File: config.mk
export PLATFORM = sky130hd
export DESIGN_NAME = mux_rr_arbiter
export DESIGN_NICKNAME = d
export VERILOG_FILES = /design/src/rtl/mux_arb_pkg.sv /design/src/rtl/mux_rr_pick.sv /design/src/rtl/mux_rr_arbiter.sv
export SDC_FILE = /design/constraint.sdc
export NUM_CORES = 1
export LEC_CHECK = 0
export ABC_AREA = 1
export CAP_MARGIN = 20
export CORE_MARGIN = 2
export CORE_UTILIZATION = 35
export DETAILED_ROUTE_END_ITERATION = 6
export PLACE_DENSITY = 0.7
export SLEW_MARGIN = 20
export SYNTH_ARGS = -nofsm -noshare
export SYNTH_HDL_FRONTEND = slang
export SYNTH_SLANG_ARGS = --single-unit
File: constraint.sdc
create_clock -name clk -period 1.3 [get_ports clk]
set_input_delay 0.26 -clock clk [delete_from_list [all_inputs] [get_ports clk]]
set_output_delay 0.26 -clock clk [all_outputs]
set_load 0.01 [all_outputs]
File: src/rtl/mux_arb_pkg.sv
// Shared types and constants for the round-robin selector arbiter.
package mux_arb_pkg;

  localparam int NUM_REQ = 4;
  localparam int SEL_W   = 2;

  typedef enum logic [1:0] {
    IDLE    = 2'd0,
    GRANT   = 2'd1,
    BACKOFF = 2'd2
  } arb_state_t;

  // Expand a binary requester index into a one-hot grant vector.
  function automatic logic [NUM_REQ-1:0] sel_to_onehot(input logic [SEL_W-1:0] s);
    return NUM_REQ'(1) << s;
  endfunction

endpackage

File: src/rtl/mux_rr_pick.sv
// Combinational rotate-priority picker: finds the first asserted request
// starting at ptr and walking upward, wrapping modulo NUM_REQ.
module mux_rr_pick
  import mux_arb_pkg::*;
(
  input  logic [NUM_REQ-1:0] req,
  input  logic [SEL_W-1:0]   ptr,
  output logic               found,
  output logic [SEL_W-1:0]   idx
);

  logic [SEL_W-1:0] cand;

  // Scan from the lowest-priority offset down so the highest-priority hit wins.
  always_comb begin
    found = 1'b0;
    idx   = ptr;
    cand  = '0;
    for (int i = NUM_REQ - 1; i >= 0; i--) begin
      cand = ptr + SEL_W'(i);
      if (req[cand]) begin
        found = 1'b1;
        idx   = cand;
      end
    end
  end

endmodule

File: src/rtl/mux_rr_arbiter.sv
// Round-robin arbiter and sequencer for the shared 4:1 single-bit selector.
// Grants one requester at a time, drives the select, and registers the
// selected data bit with a valid flag.
// Optional feature: define MUX_ARB_TIMEOUT_EN to revoke grants that last
// HOLD_MAX cycles, followed by a one-cycle BACKOFF gap.
module mux_rr_arbiter
  import mux_arb_pkg::*;
#(
  parameter int HOLD_MAX = 8,
  parameter int CNT_W    = 8
) (
  input  logic               clk,
  input  logic               rst_n,
  input  logic [NUM_REQ-1:0] req,
  input  logic [NUM_REQ-1:0] in,
  output logic [NUM_REQ-1:0] grant,
  output logic [SEL_W-1:0]   sel,
  output logic               busy,
  output logic               out,
  output logic               out_valid,
  output logic [CNT_W-1:0]   hold_cnt
);

  // Reject parameter combinations the hold counter cannot represent.
  if (HOLD_MAX < 2 || HOLD_MAX > 255 || (HOLD_MAX >> CNT_W) != 0) begin : g_param_check
    $error("mux_rr_arbiter: HOLD_MAX must be 2..255 and fit in CNT_W bits");
  end

  arb_state_t       state_q, state_d;
  logic [SEL_W-1:0] ptr_q, ptr_d;
  logic [SEL_W-1:0] sel_q, sel_d;
  logic [CNT_W-1:0] cnt_q, cnt_d;
  logic [CNT_W-1:0] cnt_inc;
  logic             out_q, out_valid_q;
  logic             pick_found;
  logic [SEL_W-1:0] pick_idx;

  mux_rr_pick u_pick (
    .req   (req),
    .ptr   (ptr_q),
    .found (pick_found),
    .idx   (pick_idx)
  );

  assign cnt_inc = (cnt_q == '1) ? cnt_q : cnt_q + 1'b1;

`ifdef MUX_ARB_TIMEOUT_EN
  localparam logic [CNT_W-1:0] HOLD_LAST = CNT_W'(HOLD_MAX - 1);
  logic hold_expired;
  assign hold_expired = (cnt_q == HOLD_LAST);
`endif

  // Next-state logic: arbitration points are IDLE, BACKOFF and a release in GRANT.
  always_comb begin
    state_d = state_q;
    ptr_d   = ptr_q;
    sel_d   = sel_q;
    cnt_d   = cnt_q;
    case (state_q)
      GRANT: begin
        if (req[sel_q]) begin
`ifdef MUX_ARB_TIMEOUT_EN
          if (hold_expired) begin
            state_d = BACKOFF;
          end else begin
            cnt_d = cnt_inc;
          end
`else
          cnt_d = cnt_inc;
`endif
        end else if (pick_found) begin
          state_d = GRANT;
          sel_d   = pick_idx;
          ptr_d   = pick_idx + 1'b1;
          cnt_d   = '0;
        end else begin
          state_d = IDLE;
        end
      end
      default: begin
        if (pick_found) begin
          state_d = GRANT;
          sel_d   = pick_idx;
          ptr_d   = pick_idx + 1'b1;
          cnt_d   = '0;
        end else begin
          state_d = IDLE;
        end
      end
    endcase
  end

  // State, pointer, counter and data register; reset drops any held grant.
  always_ff @(posedge clk) begin
    if (!rst_n) begin
      state_q     <= IDLE;
      ptr_q       <= '0;
      sel_q       <= '0;
      cnt_q       <= '0;
      out_q       <= 1'b0;
      out_valid_q <= 1'b0;
    end else begin
      state_q     <= state_d;
      ptr_q       <= ptr_d;
      sel_q       <= sel_d;
      cnt_q       <= cnt_d;
      out_q       <= in[sel_q];
      out_valid_q <= busy;
    end
  end

  assign busy      = (state_q == GRANT);
  assign grant     = busy ? sel_to_onehot(sel_q) : '0;
  assign sel       = sel_q;
  assign out       = out_q;
  assign out_valid = out_valid_q;
  assign hold_cnt  = cnt_q;

endmodule

==> impl_metrics.tcl, run 1 <==
set metrics [dict create \
    synth.most_common_cell "nand2_1" \
    die_x_um 60.7 \
    path_class "register to register" \
    antenna_found_initial 0 \
    cp-end-kind "register" \
    hold_buffers 0 \
    p_total_uw 3590 \
    crit_path_max_fanout 7 \
    synth_edf_count 0 \
    arrival_ns 1.86 \
    htree_levels 1 \
    synth_cells 170 \
    track_usage_pct 17.0 \
    ant_nets 0 \
    power_density_nw_per_um2 1780 \
    synth_fp_nets 181 \
    drt_first_pass_iters 4 \
    async_reset_ff_share_pct 0 \
    cpMostUsedCell "nand2_4" \
    grt_overflow 0 \
    path_buf_inv 3 \
    outcome "finished, violations left" \
    syn-mean-instance-area_um2 6.62 \
    violations "negative setup slack" \
    nets 248 \
    cp.required_ns 1.53 \
    worstMarginPinSlew_ns 0.252 \
    clk_pin_slew_ns 0.10 \
    synth_top_flop_cell "dfxtp_1" \
    routed_wl_mm 3.51 \
    fin_crit_ns 1.63 \
    grt_max_degree 10 \
    rows 20 \
    grt_pass1_wl_mm 4.80 \
    first_iter_violations 51 \
    boundaryPins 27 \
    hold_viol_final 0 \
    slowest_delay_ns 0.38 \
    yosysTopAreaCell "dfxtp_1" \
    met3_usage_pct 3.84 \
    dr_total_vias 1354 \
    fin_tns_setup_ns -3.39 \
    area_delta_synth_final_pct 78.8 \
    drc 0 \
    fmax_ghz 0.613 \
    cts_buffer_depth 2 \
    antenna_cells 0 \
    crit_family "simple AND/OR/NAND/NOR gates" \
    dieArea_um2 3690 \
    yosys_warnings 0 \
    via_per_inst 4.84 \
    maxCapViolCount 0 \
    crit_chain "buf_12, inv_12, nand2_4, nand2_4, nand2_4, nand2_4, nor2_4, a21oi_4, buf_4, nand2_1, a21oi_1" \
    wl_per_cell_um 12.5 \
    crit_slowest_cell "dfxtp_4" \
    synth.area.top_cells "dfxtp_1, nand2_1, inv_1" \
    gp_congestion 0.780 \
    final.setup_skew_ns 0.0119 \
    synth_cell_types 31 \
    drive_gt1_share_pct 56.4 \
    clk_latency_ns 0.30 \
    grt_use_met1_pct 22.0 \
    grt_busiest_layer "met2" \
    cts.sinks 15 \
    power.leakage_uw 0.00103 \
    synth-seq-area-share_pct 26.7 \
    netlist_area_um2 1130 \
    rsz0062_at_grt "true" \
    root_buffer "clkbuf_4" \
    slew_viol_final 0 \
    die_h_um 60.7 \
    initial_utilization_pct 36.9 \
    numCtsBuffers 3 \
    ir_drop_mv 1.11 \
    synth_common_cells "nand2_1, inv_1, dfxtp_1, nand3_1, nand2_2" \
    setup_viol 16 \
    synth-seq-cells 15 \
    core-area_um2 3050 \
    hpwl_mm 2.14 \
    portBuffers 26 \
    fin_ws_ns -0.331 \
    grt_use_met2_pct 28.3 \
    cts_tree "built" \
    grt_pass1_vias 1165 \
    worstHoldPathType "register to register" \
    synth_top_area_share_pct 26.7 \
    fin_crit_sh_pct 125 \
    startpoint_type "register" \
    max-slew-margin-rel_pct 83.1 \
]
-- cell families after synthesis --
kind of cell	share of synthesized area, %
xor gates and xnor gates	1.56
AOI/OAI and AO/OA	13.0
DFF	26.7
buffers and inverters	13.6
and+or+nand+nor	44.1
adders and majority gates	1.11
-- state kept, by name (all words and copies together), names as in the netlist --
register / count
hold_cnt: 8
ptr_q: 2
sel: 2
out: 1
out_valid: 1
state_q: 1
-- per-layer routing --
layer	routed length (um)	part of all wire, %
met5	0	0
met4	87	2.5
met3	195	5.6
met2	1760	50
met1	1470	42
-- where the power goes --
| group | switching (uW) | internal, uW |
|---|---|---|
| combinational | 1450 | 1180 |
| sequential | 106 | 569 |
| clock | 167 | 115 |
-- cell usage in the layout (no fill, tap or decap), types with 3 or more instances in the layout --
cell type / n
nor2_4: 5
inv_2: 7
buf_6: 6
nand3_2: 5
nand3_1: 9
dfxtp_1: 4
dfxtp_2: 7
dlygate4sd2_1: 5
nand2_2: 18
clkdlybuf4s50_1: 6
a21oi_2: 3
a21oi_1: 5
clkbuf_4: 3
dfxtp_4: 4
dlymetal6s2s_1: 3
buf_2: 4
nand2_1: 24
nor2_2: 3
o21ai_2: 4
buf_4: 31
nand2_4: 13
o21ai_0: 5
inv_1: 18
nor3_2: 4
nor2_1: 6
clkdlybuf4s15_1: 5
-- worst reg2reg max path, stage by stage (launching register included) --
cell and delay, ns:
dfxtp_4 0.38, buf_12 0.15, inv_12 0.09, nand2_4 0.06, nand2_4 0.09, nand2_4 0.07
nand2_4 0.08, nor2_4 0.05, a21oi_4 0.21, buf_4 0.15, nand2_1 0.07, a21oi_1 0.17
-- worst paths after layout --
kind	start	to	depth (start not counted)	slack, ns
setup / recovery	ptr_q[0]	sel[0]	11	-0.33
hold / removal	hold_cnt[2]	hold_cnt[2]	2	0.50
setup reg to reg	ptr_q[0]	sel[0]	11	-0.33
hold reg to reg	hold_cnt[2]	hold_cnt[2]	2	0.50
-- what timing repair did --
item,CTS,global route
resized for setup,48,69
pin swaps,6,20
setup buffers,5,5
gates cloned,1,0
endpoints found under the setup margin,29,22
-- cell type report --
type | instances | area, um2
tap | 44 | 55.1
clock buffer | 3 | 22.5
multi-input combinational | 123 | 883
inverter | 29 | 134
sequential | 15 | 324
timing repair buffer | 65 | 589
clock inverter | 1 | 5.00
fill | 247 | 1040
-- metrics by stage --
step                util, %  worst slack [ns]  instances  hold slack [ns]  area, um2
floorplan                 -            -0.119        170            0.358       1160
global placement       54.4            -0.509        265            0.511       1660
detailed placement     54.4            -0.527        265            0.516       1660
CTS                    57.9            -0.255        275            0.502       1770
global route           65.9            -0.417        280            0.526       2010
finish                 65.9            -0.331        280            0.496       2010
Note: power is estimated with default switching activity, not from simulation.
==> inputs of run 2 (changes only) <==
Settings changed: GPL_TIMING_DRIVEN set to 0.
==> run 2 against run 1 <==
The flow still finishes with violations (negative setup slack). Setup slack better by 0.039 ns. Global-route usage down 0.63 points. Utilization down 7.1 points. Final cell count down 6.8%.
==> impl_metrics.tcl, run 2 (synthesis results as in run 1) <==
set metrics [dict create \
    root_buffer "clkbuf_4" \
    cts_tree "built" \
    dieArea_um2 3690 \
    power.share.sequential_pct 20.8 \
    drive_gt1_share_pct 47.9 \
    largest_reg_flops 8 \
    r2r_slack_ns -0.29 \
    die_x_um 60.7 \
    pwr-share-comb_pct 70.6 \
    portBuffers 26 \
    grt_overflow 0 \
    outcome "finished, violations left" \
    track_usage_pct 16.4 \
    wl_per_cell_um 12.0 \
    ant_nets 0 \
    cts.sinks 15 \
    cts_buffer_depth 2 \
    power_frac_clock_pct 8.6 \
    switchingPower_uw 1550 \
    fmax_ghz 0.628 \
    worstSetupStartpoint "sel[1]" \
    initial_utilization_pct 36.9 \
    worstHoldPathType "register to register" \
    arrival_ns 1.78 \
    slew_viol_final 0 \
    core-area_um2 3050 \
    htree_levels 1 \
    dr_total_vias 1269 \
    worstMarginPinSlew_ns 0.342 \
    layout_common_cells "nand2_1, nand2_2, inv_1, dlygate4sd2_1, buf_4" \
    fin_crit_sh_pct 122 \
    final_common_cell "nand2_1" \
    hold_viol_final 0 \
    fin_crit_ns 1.59 \
    clk_latency_ns 0.28 \
    fin_tns_setup_ns -3.21 \
    worst_hold_slack_ns 0.463 \
    rr_startpoint "sel[1]" \
    grt_max_degree 9 \
    cp.required_ns 1.49 \
    drc 0 \
    numCtsBuffers 3 \
    routed_wl_mm 3.14 \
    startpoint_type "register" \
    cp-end-kind "register" \
    r2r-end "ptr_q[1]" \
    p_int_uw 1660 \
    critPathCapture "ptr_q[1]" \
    grt_pass1_vias 1078 \
    hpwl_mm 1.89 \
    rows 20 \
    hold_buffers 0 \
    power_density_nw_per_um2 1780 \
    rsz0062_at_grt "true" \
    max-slew-margin-rel_pct 77.1 \
    grt_pass1_wl_mm 4.69 \
    setup_viol 16 \
    area_delta_synth_final_pct 59.6 \
    clk_pin_slew_ns 0.10 \
    via_per_inst 4.86 \
    boundaryPins 27 \
    power.leakage_uw 0.000922 \
    crit_path_max_fanout 6 \
    antenna_cells 0 \
    violations "negative setup slack" \
    first_iter_violations 38 \
    r2r.worst_path.cells 13 \
    maxCapViolCount 0 \
    fin_ws_ns -0.292 \
    die_h_um 60.7 \
    ir_drop_mv 0.612 \
    swShare_pct 48.2 \
    antenna_found_initial 0 \
    path_class "register to register" \
    final.setup_skew_ns 0.00404 \
    drt_first_pass_iters 5 \
    nets 229 \
    gp_congestion 0.769 \
]
==> run 2: cell count changes in the layout (fill, tap and decap cells not counted), moves of 3 or more <==
cell             delta
buf_4              -21
dlygate4sd2_1      +10
nand2_4             -7
clkdlybuf4s15_1     -5
nand2_1             +5
nor2_2              -3
o21ai_1             +3
==> run 2: critical path, cell delays in order (launching register included) <==
cell     delay, ns
dfxtp_2       0.36
buf_6         0.14
inv_6         0.05
nand3_2       0.06
nand2_2       0.06
nor2_4        0.14
nor2_8        0.07
buf_12        0.14
a21oi_4       0.16
nand2_2       0.10
inv_2         0.05
nand2_1       0.04
nand2_1       0.05
nor2_1        0.05
==> run 2: through the flow <==
stage | power, uW | instance area, um2 | setup slack [ns] | utilization, % | cells
after floorplan | 1900 | 1160 | -0.119 | - | 170
after global placement | 2270 | 1470 | -0.534 | 48.2 | 240
after detailed placement | 2280 | 1470 | -0.530 | 48.2 | 240
after CTS | 2900 | 1660 | -0.255 | 54.4 | 257
after global routing | 3450 | 1800 | -0.372 | 58.9 | 261
final | 3210 | 1800 | -0.292 | 58.9 | 261
==> run 2: final cells by class <==
cell class | instances | area (um2)
fill | 295 | 1260
multi-input combinational | 123 | 848
timing repair buffer | 44 | 394
sequential | 15 | 322
inverter | 29 | 129
tap | 44 | 55.1
clock buffer | 4 | 26.3
buffer | 2 | 22.5
==> run 2: timing repair <==
action / 4_1_cts / 5_1_grt
gates resized for setup: 60 / 33
gates cloned: 1 / 0
pin swaps: 10 / 18
setup endpoints to repair: 29 / 17
setup buffers: 12 / 5
==> run 2: worst min path at each step <==
stage,cells past startpoint,endpoint,start,slack (ns)
after floorplan,2,out_valid,rst_n,0.36
after global placement,2,out_valid,state_q[0],0.44
after global routing,2,out_valid,state_q[0],0.49
after CTS,2,out_valid,state_q[0],0.46
final,2,out_valid,state_q[0],0.46
after detailed placement,2,out_valid,state_q[0],0.44
==> run 2: per-layer routing <==
| metal | vias to the layer above | wire length, um | global-route usage (%) |
|---|---|---|---|
| met4 | 0 | 50 | 3.73 |
| li1 | 637 | - | - |
| met5 | - | 0 | 0 |
| met3 | 7 | 85 | 1.49 |
| met2 | 25 | 1630 | 28.7 |
| met1 | 600 | 1370 | 21.7 |
==> run 2: power by group through the flow <==
stage / Combinational, uW / Sequential, uW / Clock (uW)
after floorplan: 1260 / 642 / 0
final: 2260 / 667 / 277
after detailed placement: 1650 / 626 / 0
after CTS: 2000 / 624 / 273
after global routing: 2460 / 683 / 309
after global placement: 1650 / 623 / 0
